### src/rtl/clock_run_ctrl_pkg.sv
// Shared constants for the clock run controller: FSM state encodings and
// the default debounce length.
package clock_ctrl_pkg;

  localparam logic [1:0] ST_IDLE      = 2'd0;
  localparam logic [1:0] ST_RUN       = 2'd1;
  localparam logic [1:0] ST_STEP_WAIT = 2'd2;
  localparam logic [1:0] ST_HALTED    = 2'd3;

  localparam int DEBOUNCE_CYCLES_DEF = 1000;

endpackage

### src/rtl/clock_run_ctrl_debounce.sv
// Two-flop synchronizer plus counter debounce for a raw operator input,
// with a one-cycle pulse on each debounced rising edge.
module debounce
  import clock_ctrl_pkg::*;
#(
  parameter int DEBOUNCE_CYCLES = DEBOUNCE_CYCLES_DEF
) (
  input  logic clk,
  input  logic reset,
  input  logic raw,
  output logic level,
  output logic rise
);

  localparam int CW = (DEBOUNCE_CYCLES > 1) ? $clog2(DEBOUNCE_CYCLES) : 1;
  localparam logic [CW-1:0] LAST = CW'(DEBOUNCE_CYCLES - 1);

  logic [1:0]    sync_ff;
  logic [CW-1:0] cnt;
  logic          level_q;

  always_ff @(posedge clk) begin
    if (reset) begin
      sync_ff <= 2'b00;
      cnt     <= '0;
      level   <= 1'b0;
      level_q <= 1'b0;
    end else begin
      sync_ff <= {sync_ff[0], raw};
      level_q <= level;
      // any sample agreeing with the current level restarts the qualification
      if (sync_ff[1] == level) begin
        cnt <= '0;
      end else if (cnt == LAST) begin
        level <= ~level;
        cnt   <= '0;
      end else begin
        cnt <= cnt + 1'b1;
      end
    end
  end

  assign rise = level & ~level_q;

endmodule

### src/rtl/clock_run_ctrl.sv
// Turns divider clock rising edges into single-cycle CPU enable strobes,
// gated by run switch, single-step button and CPU halt.
//
// state        | meaning
// IDLE         | stopped, waiting for run switch or step press
// RUN          | free run, one strobe per divider tick
// STEP_WAIT    | step requested, strobe once on the next tick
// HALTED       | CPU halted, no strobes until reset
module clock_run_ctrl
  import clock_ctrl_pkg::*;
#(
  parameter int DEBOUNCE_CYCLES = DEBOUNCE_CYCLES_DEF,
  parameter int CNT_WIDTH       = 32
) (
  input  logic                 clk,
  input  logic                 reset,
  input  logic                 div_clock,
  input  logic                 run_sw,
  input  logic                 step_btn,
  input  logic                 halt_in,
  output logic                 cpu_en,
  output logic [1:0]           state,
  output logic                 run_led,
  output logic [CNT_WIDTH-1:0] cycle_count
);

  logic [1:0] div_sync;
  logic       prev_div;
  logic       tick;
  logic       tick_q;
  logic       run_db;
  logic       unused_run_rise;
  logic       step_db_unused;
  logic       step_press;
  logic [1:0] next_state;
  logic       strobe;

  debounce #(.DEBOUNCE_CYCLES(DEBOUNCE_CYCLES)) u_run_db (
    .clk   (clk),
    .reset (reset),
    .raw   (run_sw),
    .level (run_db),
    .rise  (unused_run_rise)
  );

  debounce #(.DEBOUNCE_CYCLES(DEBOUNCE_CYCLES)) u_step_db (
    .clk   (clk),
    .reset (reset),
    .raw   (step_btn),
    .level (step_db_unused),
    .rise  (step_press)
  );

  assign tick = div_sync[1] & ~prev_div;

  // tick is retimed once so the strobe lands three edges after the divider
  // rise is first sampled
  always_ff @(posedge clk) begin
    if (reset) begin
      div_sync <= 2'b00;
      prev_div <= 1'b0;
      tick_q   <= 1'b0;
    end else begin
      div_sync <= {div_sync[0], div_clock};
      prev_div <= div_sync[1];
      tick_q   <= tick;
    end
  end

  always_comb begin
    next_state = state;
    strobe     = 1'b0;
    case (state)
      ST_IDLE: begin
        if (halt_in)         next_state = ST_HALTED;
        else if (run_db)     next_state = ST_RUN;
        else if (step_press) next_state = ST_STEP_WAIT;
      end
      ST_RUN: begin
        if (halt_in) begin
          next_state = ST_HALTED;
        end else begin
          strobe = tick_q;
          if (!run_db) next_state = ST_IDLE;
        end
      end
      ST_STEP_WAIT: begin
        if (halt_in) begin
          next_state = ST_HALTED;
        end else if (tick_q) begin
          strobe     = 1'b1;
          next_state = ST_IDLE;
        end
      end
      default: next_state = ST_HALTED;
    endcase
  end

  always_ff @(posedge clk) begin
    if (reset) begin
      state       <= ST_IDLE;
      run_led     <= 1'b0;
      cpu_en      <= 1'b0;
      cycle_count <= '0;
    end else begin
      state   <= next_state;
      run_led <= (next_state == ST_RUN);
      cpu_en  <= strobe;
      if (cpu_en) cycle_count <= cycle_count + 1'b1;
    end
  end

endmodule

### config.mk
export PLATFORM = sky130hd
export DESIGN_NAME = clock_run_ctrl
export DESIGN_NICKNAME = d
export VERILOG_FILES = /design/src/rtl/clock_run_ctrl_pkg.sv /design/src/rtl/clock_run_ctrl_debounce.sv /design/src/rtl/clock_run_ctrl.sv
export SDC_FILE = /design/constraint.sdc
export NUM_CORES = 1
export LEC_CHECK = 0
export CORE_MARGIN = 8
export CORE_UTILIZATION = 38
export CTS_CLUSTER_DIAMETER = 200
export DETAILED_ROUTE_END_ITERATION = 8
export PLACE_DENSITY_LB_ADDON = 0.15
export SYNTH_ARGS = -nofsm -noshare
export SYNTH_HDL_FRONTEND = slang
export SYNTH_SLANG_ARGS = --single-unit
### constraint.sdc
create_clock -name clk -period 1.8 [get_ports clk]
set_clock_uncertainty 0.1 [all_clocks]
set_input_delay 0.18 -clock clk [delete_from_list [all_inputs] [get_ports clk]]
set_output_delay 0.18 -clock clk [all_outputs]
set_load 0.1 [all_outputs]
==> results by group, run 1 <==
Critical path
  – Worst path required time: 1.92 ns
  – Worst endpoint data arrival time: roughly 1.8 ns
  – Critical path launch point type: register
  – Critical Path End Type: register
  – Worst r2r src: cycle_count[18]
  – CP max FO: 6
  – CP Class: reg -> reg
  – CP startpoint: cycle_count[18]

Global routing
  – Antenna violations before repair: 0
  – Met3 usage: around 3.3%
  – Vias in the first global route: 2434
  – Top Usage Layer GRT: met2
  – Gr usage total: 12.0%
  – Largest net degree at the start of global routing: 59
  – Routing usage on met1: between 10% and 20%
  – Global-route wire length before repair: 11000 um
  – Grt met2 use: 20.9%
  – Final global-route overflow total: 0

Worst hold path
  – Hold WC Path Type: in -> reg
  – Hold_sp: reset

Clocking
  – CTS tree: done
  – Cts hold-fix bufs: 0
  – CTS H-Tree Depth: 3
  – CTS Buf Count: 9
  – Clock Path Buffers: 2
  – Clock sink total: 67
  – Worst-Skew Late Latency: between 0.3 and 0.4 ns
  – Clk pin slew, worst setup/hold paths: 0.08 ns
  – Postcts setup bufs: 0
  – Root buf cell: clkbuf_8

Routing
  – Antenna-violating nets left: 0
  – Via Count: 2430
  – Drt drc: 0
  – Detailed Routing Iterations Pass 1: 4
  – WL per Instance: 12.7 um
  – Initial drt markers: 76
  – Final WL: 6350 um
  – Vias per cell: 4.86

Finish
  – Most common cell after layout, fill and taps aside: nor2_1
  – Post-route design area: around 4300 um^2
  – Fin nets: 406
  – Layout Utilization: between 50% and 60%
  – Layout cells sized above 1: a little over a third
  – Area Overhead vs Synth: 44.5%
  – Commonest cells after routing, fill and taps aside: nor2_1 (54), dfxtp_1 (35), dfxtp_4 (31), buf_4 (31), buf_12 (27)
  – ANT cells: 0
  – Final instance count without filler cells: 500

STA
  – Final Hold Vio Count: 0
  – Slew @ Worst Pin: 0.359 ns
  – Slew Viols, Final: 0
  – Hold WS: ~0.14 ns
  – FMAX: 587 MHz
  – RSZ-0062 raised after global routing: false
  – Relative slew slack: 75.8%
  – Final setup fails: 0
  – Post-route minimum period: 1.70 ns
  – Crit share post-route: 94.7%

Floorplan
  – Starting Density: around two fifths
  – Die H: 105 um
  – CORE AREA: 7650 um^2
  – Site Rows: 32
  – I/O pin total: 42
  – DIE AREA: between 10000 and 15000 um^2
  – Die X: 105 um

Yosys
  – Yosys cell types: 37
  – Syn nets: between 300 and 400
  – Gate Count Post-Synth: 333
  – Post-synth EDFFs: 0
  – Top cell type's share of synthesized area: between 40% and 50%
  – Synthesized cell area: around 3000 um^2
  – Ys Warns: 0
  – Seq cells post-synth: 67
  – Asr flop ratio synth: 0%
  – Ranking of synthesized cells by area: dfxtp_1 (45%), nor2_1 (6.8%), xnor2_1 (5.3%), mux2_2 (4.2%), xor2_1 (4.1%)
  – Top_reg_cell synth: dfxtp_1
  – Synthesized area per cell: 8.95 um^2
  – Area leader, netlist: dfxtp_1
  – Seq/Total Area, Yosys: 45.0%

Placement
  – Post-DP HPWL: between 4000 and 5000 um
  – Placed cell areas: 4050 um^2
  – IO Port Bufs: 41
  – DP Cell Count: 484
  – Placer Congestion: 0.765

Run
  – Max_cap viols: 0

Pwr
  – P_leak: 1.61 nW
  – Total power draw: 3.28 mW
  – Power Dens Cells: about 760 nW/um^2
  – Peak VDD IR: 0.413 mV

Status
  – Status: complete, no violations
[flip-flops by register name, summed over array words and instances, names as in the netlist, 2 cells and up]
name               flops
cycle_count           32
div_sync               2
state                  2
u_run_db.cnt          10
u_run_db.sync_ff       2
u_step_db.cnt         10
u_step_db.sync_ff      2
[final timing paths]
check / cells after the start / endpoint / slack (ns)
max: 5 / cycle_count[26] / 0.1
min: 3 / u_run_db.cnt[1] / 0.14
max reg2reg: 5 / cycle_count[26] / 0.1
min reg2reg: 1 / tick_q / 0.29
[critical path, stage by stage (launching register included)]
cell     delay, ns
dfxtp_4       0.38
and4_1        0.27
buf_4         0.14
nand3_1       0.15
nor3_2        0.21
mux2_2        0.34
[stage by stage]
| stage | setup WS, ns | TNS [ns] |
|---|---|---|
| global placement | 0.0631 | 0 |
| finish | 0.0957 | 0 |
| global route | 0.0207 | 0 |
| CTS | 0.0182 | 0 |
| detailed placement | 0.0320 | 0 |
| floorplan | -0.114 | -0.452 |
[what timing repair did]
| action | in CTS | in global routing |
|---|---|---|
| hold endpoints to repair | 0 | 0 |
| gates resized for setup | 0 | 7 |
| endpoints found under the setup margin | 0 | 24 |
[per-layer routing]
metal	wire, um	vias to the layer above
met1	2910	1134
met5	0	-
met3	209	5
li1	-	1264
met2	3170	27
met4	61	0
[report_power, final]
group	switching, mW	internal (mW)	total, mW
Clock	0.572	0.751	1.32
Combinational	0.297	0.149	0.446
Sequential	0.0327	1.48	1.51
Total	0.902	2.38	3.28
[synth_stat cells, types with 3 or more instances]
cell type / n
a21oi_1: 7
and3_1: 6
and4_1: 5
buf_2: 4
buf_6: 3
clkbuf_1: 7
dfxtp_1: 67
ha_1: 7
inv_1: 9
mux2_2: 11
mux2i_1: 3
nand2_1: 19
nand2b_1: 3
nand3_1: 17
nand4_1: 13
nor2_1: 54
nor2b_1: 19
nor3_1: 16
o21ai_0: 5
or3_1: 5
or4_1: 3
xnor2_1: 18
xor2_1: 14
[logic make-up (layout without fill, tap and decap cells)]
logic type      Yosys count  in the layout  share of synthesized area [%]
simple gates            171            171                           29.9
flops                    67             67                           45.0
buf+inv                  23             88                           3.82
compound gates           19             19                           3.74
mux                      14             14                           5.17
xor+xnor                 32             32                           9.41
fa+ha+maj                 7              7                           2.94
[area by class of cell]
class,count,area [um^2]
multi-input combinational,243,1640
fill,699,3340
clock inverter,4,25.0
tap,102,128
sequential,67,1460
inverter,9,33.8
timing repair buffer,63,818
clock buffer,12,199
(Power assumes the default switching activity.)
==> run 2: changes to the inputs <==
--- a/config.mk
+++ b/config.mk
@@ -13,3 +13,4 @@
 export SYNTH_ARGS = -nofsm -noshare
 export SYNTH_HDL_FRONTEND = slang
 export SYNTH_SLANG_ARGS = --single-unit
+export TNS_END_PERCENT = 100
==> results of run 2 <==
Final layout, timing and power as in run 1 (identical DEF).
==> run 3: changes to the inputs <==
--- a/config.mk
+++ b/config.mk
@@ -5,6 +5,7 @@
 export SDC_FILE = /design/constraint.sdc
 export NUM_CORES = 1
 export LEC_CHECK = 0
+export CAP_MARGIN = 15
 export CORE_MARGIN = 8
 export CORE_UTILIZATION = 38
 export CTS_CLUSTER_DIAMETER = 200
==> results of run 3 <==
Final layout, timing and power as in run 1 (identical DEF).
